<file path="src/rtl/ofifo_drain.sv">
// ofifo_drain: pops complete rows from the ofifo and writes them to consecutive psum SRAM addresses.
// Optional per-lane ReLU on the popped row is enabled by defining OFIFO_DRAIN_RELU_EN.
module ofifo_drain #(
   parameter int col     = 8,
   parameter int psum_bw = 16,
   parameter int addr_w  = 11
) (
   input  logic                     clk,
   input  logic                     reset,
   input  logic                     start,
   input  logic [addr_w-1:0]        base_addr,
   input  logic [addr_w-1:0]        num_rows,
   input  logic [col*psum_bw-1:0]   ofifo_out,
   input  logic                     ofifo_valid,
   output logic                     ofifo_rd,
   output logic                     sram_cen,
   output logic                     sram_wen,
   output logic [addr_w-1:0]        sram_a,
   output logic [col*psum_bw-1:0]   sram_d,
   output logic                     busy,
   output logic                     done
);

   typedef enum logic [2:0] {
      IDLE    = 3'd0,
      ISSUE   = 3'd1,
      CAPTURE = 3'd2,
      WRITE   = 3'd3,
      DONE    = 3'd4
   } state_t;

   localparam logic [addr_w-1:0] addr_zero = {addr_w{1'b0}};
   localparam logic [addr_w-1:0] addr_one  = {{(addr_w-1){1'b0}}, 1'b1};

   state_t             state;
   logic [addr_w-1:0]  addr_cnt;
   logic [addr_w-1:0]  rem_cnt;

   // Lane filter applied to the popped row before it is written to SRAM.
   function automatic logic [col*psum_bw-1:0] lane_filter(input logic [col*psum_bw-1:0] row);
      logic [col*psum_bw-1:0] res;
      res = row;
`ifdef OFIFO_DRAIN_RELU_EN
      for (int i = 0; i < col; i++) begin
         if (row[(i+1)*psum_bw-1]) begin
            res[i*psum_bw +: psum_bw] = {psum_bw{1'b0}};
         end
      end
`endif
      return res;
   endfunction

   // The read request is a decode of the state register gated by valid, so the ofifo
   // sees rd in the same cycle it reports a full row; it is confined to ISSUE, which
   // is never occupied for two cycles back-to-back with a granted pop.
   assign ofifo_rd = (state == ISSUE) && ofifo_valid;

   // Drain sequencer: state, counters and registered SRAM/status outputs.
   always_ff @(posedge clk) begin
      if (reset) begin
         state    <= IDLE;
         addr_cnt <= addr_zero;
         rem_cnt  <= addr_zero;
         sram_cen <= 1'b1;
         sram_wen <= 1'b1;
         sram_a   <= addr_zero;
         sram_d   <= {(col*psum_bw){1'b0}};
         busy     <= 1'b0;
         done     <= 1'b0;
      end else begin
         sram_cen <= 1'b1;
         sram_wen <= 1'b1;
         done     <= 1'b0;
         case (state)
            IDLE: begin
               if (start) begin
                  busy <= 1'b1;
                  if (num_rows == addr_zero) begin
                     state <= DONE;
                     done  <= 1'b1;
                  end else begin
                     addr_cnt <= base_addr;
                     rem_cnt  <= num_rows;
                     state    <= ISSUE;
                  end
               end else begin
                  busy <= 1'b0;
               end
            end
            ISSUE: begin
               if (ofifo_valid) begin
                  state <= CAPTURE;
               end else begin
                  state <= ISSUE;
               end
            end
            CAPTURE: begin
               // Output registers are loaded here so the write appears during WRITE.
               sram_d   <= lane_filter(ofifo_out);
               sram_a   <= addr_cnt;
               sram_cen <= 1'b0;
               sram_wen <= 1'b0;
               state    <= WRITE;
            end
            WRITE: begin
               addr_cnt <= addr_cnt + addr_one;
               rem_cnt  <= rem_cnt - addr_one;
               if (rem_cnt == addr_one) begin
                  state <= DONE;
                  done  <= 1'b1;
               end else begin
                  state <= ISSUE;
               end
            end
            DONE: begin
               state <= IDLE;
               busy  <= 1'b0;
            end
            default: begin
               state <= IDLE;
               busy  <= 1'b0;
            end
         endcase
      end
   end

endmodule
</file>
<file path="config.mk">
export PLATFORM = sky130hd
export DESIGN_NAME = ofifo_drain
export DESIGN_NICKNAME = d
export VERILOG_FILES = /design/src/rtl/ofifo_drain.sv
export SDC_FILE = /design/constraint.sdc
export NUM_CORES = 1
export LEC_CHECK = 0
export BUFFER_PORTS_ARGS = -buffer_cell sky130_fd_sc_hd__clkbuf_2
export CAP_MARGIN = 40
export CORE_MARGIN = 3
export CORE_UTILIZATION = 35
export DETAILED_ROUTE_END_ITERATION = 7
export MAX_ROUTING_LAYER = met4
export SLEW_MARGIN = 20
export SYNTH_ARGS = -nofsm -noshare
export SYNTH_HDL_FRONTEND = slang
export SYNTH_SLANG_ARGS = --single-unit
export TNS_END_PERCENT = 5
</file>
<file path="constraint.sdc">
create_clock -name clk -period 4.85 [get_ports clk]
set_clock_uncertainty 0.2 [all_clocks]
set_input_delay 0.485 -clock clk [delete_from_list [all_inputs] [get_ports clk]]
set_output_delay 0.485 -clock clk [all_outputs]
set_load 0.01 [all_outputs]
</file>
==> results by stage <==
Die:
- The floorplan step defined a core boundary enclosing 0.0181 mm².
- For this configuration, the core starts out at a cell density of 36.0%.
- The die outline area is 0.0204 mm².
- The number of rows in the core area is 49.
- The height of the chip is 143 µm.
- In this run the count of I/O pins placed on the die edge is 298.
- The die is 143 µm wide.

Setup path:
- For the worst flop-to-flop path, the logic depth is 5.
- The critical path data arrival time is 2730 ps.
- In this run the critical register-to-register path is captured at addr_cnt[7]$_SDFFE_PP0P_.
- The cell type group with the largest total delay on the critical path is simple AND/OR/NAND/NOR gates.
- The worst path buffer plus inverter count is 1.
- The kind of launch point of the worst setup path is a flip-flop.
- The start-to-end type of the worst setup path is reg2reg.
- The worst path required time is 4920 ps.
- Setup slack on the worst reg-to-reg path comes out at 2190 ps.
- The critical-path cell with the highest stage delay is sky130_fd_sc_hd__nand3b_1.
- The most critical setup path has its startpoint at state[2]$_SDFFE_PP0P_.
- Along the worst path, the maximum fanout reaches 23.
- The kind of end point of the critical path is a flip-flop.
- The critical path goes through nand3b_1 -> buf_4 -> or4_1 -> o21ai_0 -> a211oi_1.
- The source of the worst register-to-register timing path is state[2]$_SDFFE_PP0P_.
- On the worst path, the slowest cell contributes a delay of 710 ps.

Final layout:
- The diode insertion count for antenna repair is 0.
- The area growth from synthesis to layout is 33.4%.
- After filler insertion, the fill cell instance count of the layout stands at 1860.
- The flip-flop and latch area is 0.00334 mm².
- The count of cells in the finished layout, fillers not included, comes to 1324.
- In the final layout, the multi-input gates occupy 0.00286 mm².
- The total number of nets in the final design is 1239.
- The post-route netlist has 32.1% of its cells at a drive strength greater than 1.

Pwr:
- The power per unit of standard cell area is 368 mW/mm².
- The largest vdd supply drop is 244 µV.
- The switching part of the total is 25.9%.
- The internal power is 2380 µW.
- The clock network is responsible for 44.7% of the overall power.
- The share of power burned in combinational logic is 9.8%.
- The analysis attributes to net switching a power of 829 µW.
- The reported leakage power is 0.00362 µW.
- The share of total power dissipated in sequential elements is 45.5%.

Logic synthesis:
- The number of distinct library cells after synthesis is 51.
- The share of synthesized area in the top cell type comes to 51.1%.
- Synthesis handed over a netlist of 823 instances.
- By area the synthesized netlist is led by sky130_fd_sc_hd__dfxtp_1, sky130_fd_sc_hd__nand2_1, sky130_fd_sc_hd__a21oi_1, sky130_fd_sc_hd__buf_2, sky130_fd_sc_hd__clkbuf_1.
- The mean area per synthesized cell is 7.94 µm².
- The portion of the post-synthesis area used by sequential elements is 51.1%.
- The synthesized area is 0.00654 mm².
- In this run, synthesis inferred 0 flip-flops with an integrated enable.
- The total of flip-flops plus latches after synthesis is 167.
- The largest area contributor in the netlist is sky130_fd_sc_hd__dfxtp_1.
- The most used flip-flop cell after synthesis is sky130_fd_sc_hd__dfxtp_1.
- For this run, the number of Yosys warnings is 0.
- The share of flip-flops with an asynchronous set or reset is 0%.
- When the netlist entered floorplanning its net count stood at 980.

Clocking:
- The master cell of the clock root buffer is sky130_fd_sc_hd__clkbuf_16.
- Counting the buffers created by CTS gives 17.
- Once the clock tree was built, the setup fixing pass inserted 0 buffers.
- In this run, post-CTS hold repair placed 0 buffers.
- The clock transition at the registers of the reported paths is 70 ps.
- Post-CTS repair changed the size of 0 cells.
- The clock net in this run drives a total of 167 sinks.
- The H-tree level count is 4.
- The clock reaches the later pin of the worst-skew pair after 420 ps.
- The longest clock path from root to sink contains 2 buffers.
- The TritonCTS clock tree is done.

STA:
- The smallest setup slack after layout is 2190 ps.
- Setup repair after global routing left no endpoint under its margin.
- The total of endpoints with negative setup slack in the final report is 0.
- After layout, the minimum clock period comes to 2660 ps.
- The number of max-slew violations in the final report is 0.
- For the pin with the worst max-slew slack, the measured transition is 842 ps.
- The final-report hold violation count is 0.
- For this run, the top clock speed supported by timing is 0.376 GHz.
- The worst pin sits at a relative slew slack of 43.7%.
- The final critical-path share of the clock period is 54.8%.
- In the final timing run, aggregate negative setup slack is 0 ps.

Routing:
- After detailed routing, the number of vias per cell comes to 4.91.
- The number of detailed-routing iterations run before antenna repair is 4.
- The count of vias placed by the detailed router is 6496.
- The number of remaining DRC errors is 0.
- The antenna violation net count after detailed routing is 0.
- The post-detailed-route wirelength per cell is 15.5 µm.
- Wires add up to 20500 µm.
- The detailed router finished its first iteration with 384 violations.

GRT:
- The number of global-route vias before repair was 5933.
- The largest net degree at the start of global routing is 133.
- The wire length of the first global-routing pass is 31300 µm.
- In the global route stage, overall resource usage came out at 19.7%.
- The initial antenna violation count is 0.
- Global routing finished with a remaining overflow of 0.

Placement:
- The placed wire-length estimate after detailed placement is 14000 µm.
- Routability-driven placement finished with a final weighted congestion of 0.904.
- Including well taps, the total number of placed cells is 1291.
- The count of buffers inserted at the top-level ports is 297.
- The setup slack after placement is 2190 ps.

Min path:
- The worst hold path depth is 3.
- The worst hold path belongs to the class in2reg.
- In this run the most critical hold path is launched from ofifo_out[36].
- The worst hold path terminates at sram_d[36]$_SDFFE_PP0P_.

Job:
- The number of max-cap violations is 0.

Status:
- The flow ran to the end, and the final reports show no timing, DRC or antenna violations.
[flip-flops by register name, indices dropped and copies added, names as in the netlist]
| signal | cells |
|---|---|
| sram_d | 128 |
| addr_cnt | 11 |
| rem_cnt | 11 |
| sram_a | 11 |
| state | 3 |
| busy | 1 |
| done | 1 |
| sram_wen | 1 |
[worst min-delay path: stages]
cell	delay [ps]
sky130_fd_sc_hd__clkbuf_2	80
sky130_fd_sc_hd__nand2_1	50
sky130_fd_sc_hd__a21oi_1	50
[layout make-up]
class                           count  share of cell area (%)
Timing Repair Buffer              305                    18.2
Clock buffer                       18                    4.92
Tap cell                          229                    3.29
Inverter                            8                   0.344
Clock inverter                     14                    2.14
Multi-Input combinational cell    583                    32.8
Sequential cell                   167                    38.3
[cell usage in the layout (no fill, tap or decap), types with 4 or more instances in the layout]
master                      instances
sky130_fd_sc_hd__a21oi_1          156
sky130_fd_sc_hd__a22oi_1            5
sky130_fd_sc_hd__a311oi_1           5
sky130_fd_sc_hd__a31oi_1            5
sky130_fd_sc_hd__and2_1             4
sky130_fd_sc_hd__buf_4              6
sky130_fd_sc_hd__clkbuf_16         17
sky130_fd_sc_hd__clkbuf_2         296
sky130_fd_sc_hd__dfxtp_1          167
sky130_fd_sc_hd__inv_1              8
sky130_fd_sc_hd__inv_6              5
sky130_fd_sc_hd__nand2_1          301
sky130_fd_sc_hd__nand3_1            5
sky130_fd_sc_hd__nor2_1            13
sky130_fd_sc_hd__nor3_1            13
sky130_fd_sc_hd__nor4_1             5
sky130_fd_sc_hd__o21ai_0            6
sky130_fd_sc_hd__o311ai_2           5
sky130_fd_sc_hd__o31ai_1           10
[worst max-delay path by stage]
stage / depth (start not counted) / end
after CTS: 5 / addr_cnt[7]$_SDFFE_PP0P_
after global routing: 5 / addr_cnt[7]$_SDFFE_PP0P_
after global placement: 5 / rem_cnt[5]$_SDFFE_PP0P_
after detailed placement: 5 / rem_cnt[9]$_SDFFE_PP0P_
final: 5 / addr_cnt[7]$_SDFFE_PP0P_
after floorplan: 5 / addr_cnt[10]$_SDFFE_PP0P_
[Yosys cell counts (all sizes together) (4+ instances only)]
cell type / count
a21oi: 157
a22oi: 5
a311oi: 6
a31oi: 5
and2: 4
buf: 35
clkbuf: 30
dfxtp: 167
inv: 8
nand2: 302
nand3: 5
nor2: 14
nor3: 13
nor4: 5
o21ai: 6
o311ai: 6
o31ai: 10
o32ai: 4
[layer usage]
layer	share of wire (%)	global-route usage, %	vias to the layer above
met3	7.1	5.22	30
met2	47	31.0	232
met1	44	24.3	2932
li1	-	-	3302
met4	2.1	7.20	0
met5	0	-	-
[power by group through the flow]
stage / registers (µW) / logic [µW] / clock network, µW
6_report: 1460 / 315 / 1430
5_1_grt: 1470 / 350 / 1520
4_1_cts: 1460 / 316 / 1460
3_5_place_dp: 1490 / 315 / 0
3_3_place_gp: 1490 / 314 / 0
2_1_floorplan: 1490 / 173 / 0
[kinds of logic after synthesis]
| family | synth area share (%) |
|---|---|
| compound gates | 20.4 |
| fa+ha+maj | 0.574 |
| buf+inv | 5.28 |
| flops | 51.1 |
| simple gates | 22.6 |
[per-stage QoR]
step / hold WS, ps / area [µm²] / power, µW / util [%]
finish: 70.7 / 8720 / 3210 / 48.0
global route: 51.2 / 8720 / 3330 / 48.0
CTS: 54.2 / 8700 / 3240 / 47.9
detailed placement: 245 / 8080 / 1800 / 44.5
global placement: 242 / 8060 / 1800 / 44.4
floorplan: 245 / 6540 / 1670 / -
Note: power is estimated with default switching activity, not from simulation.
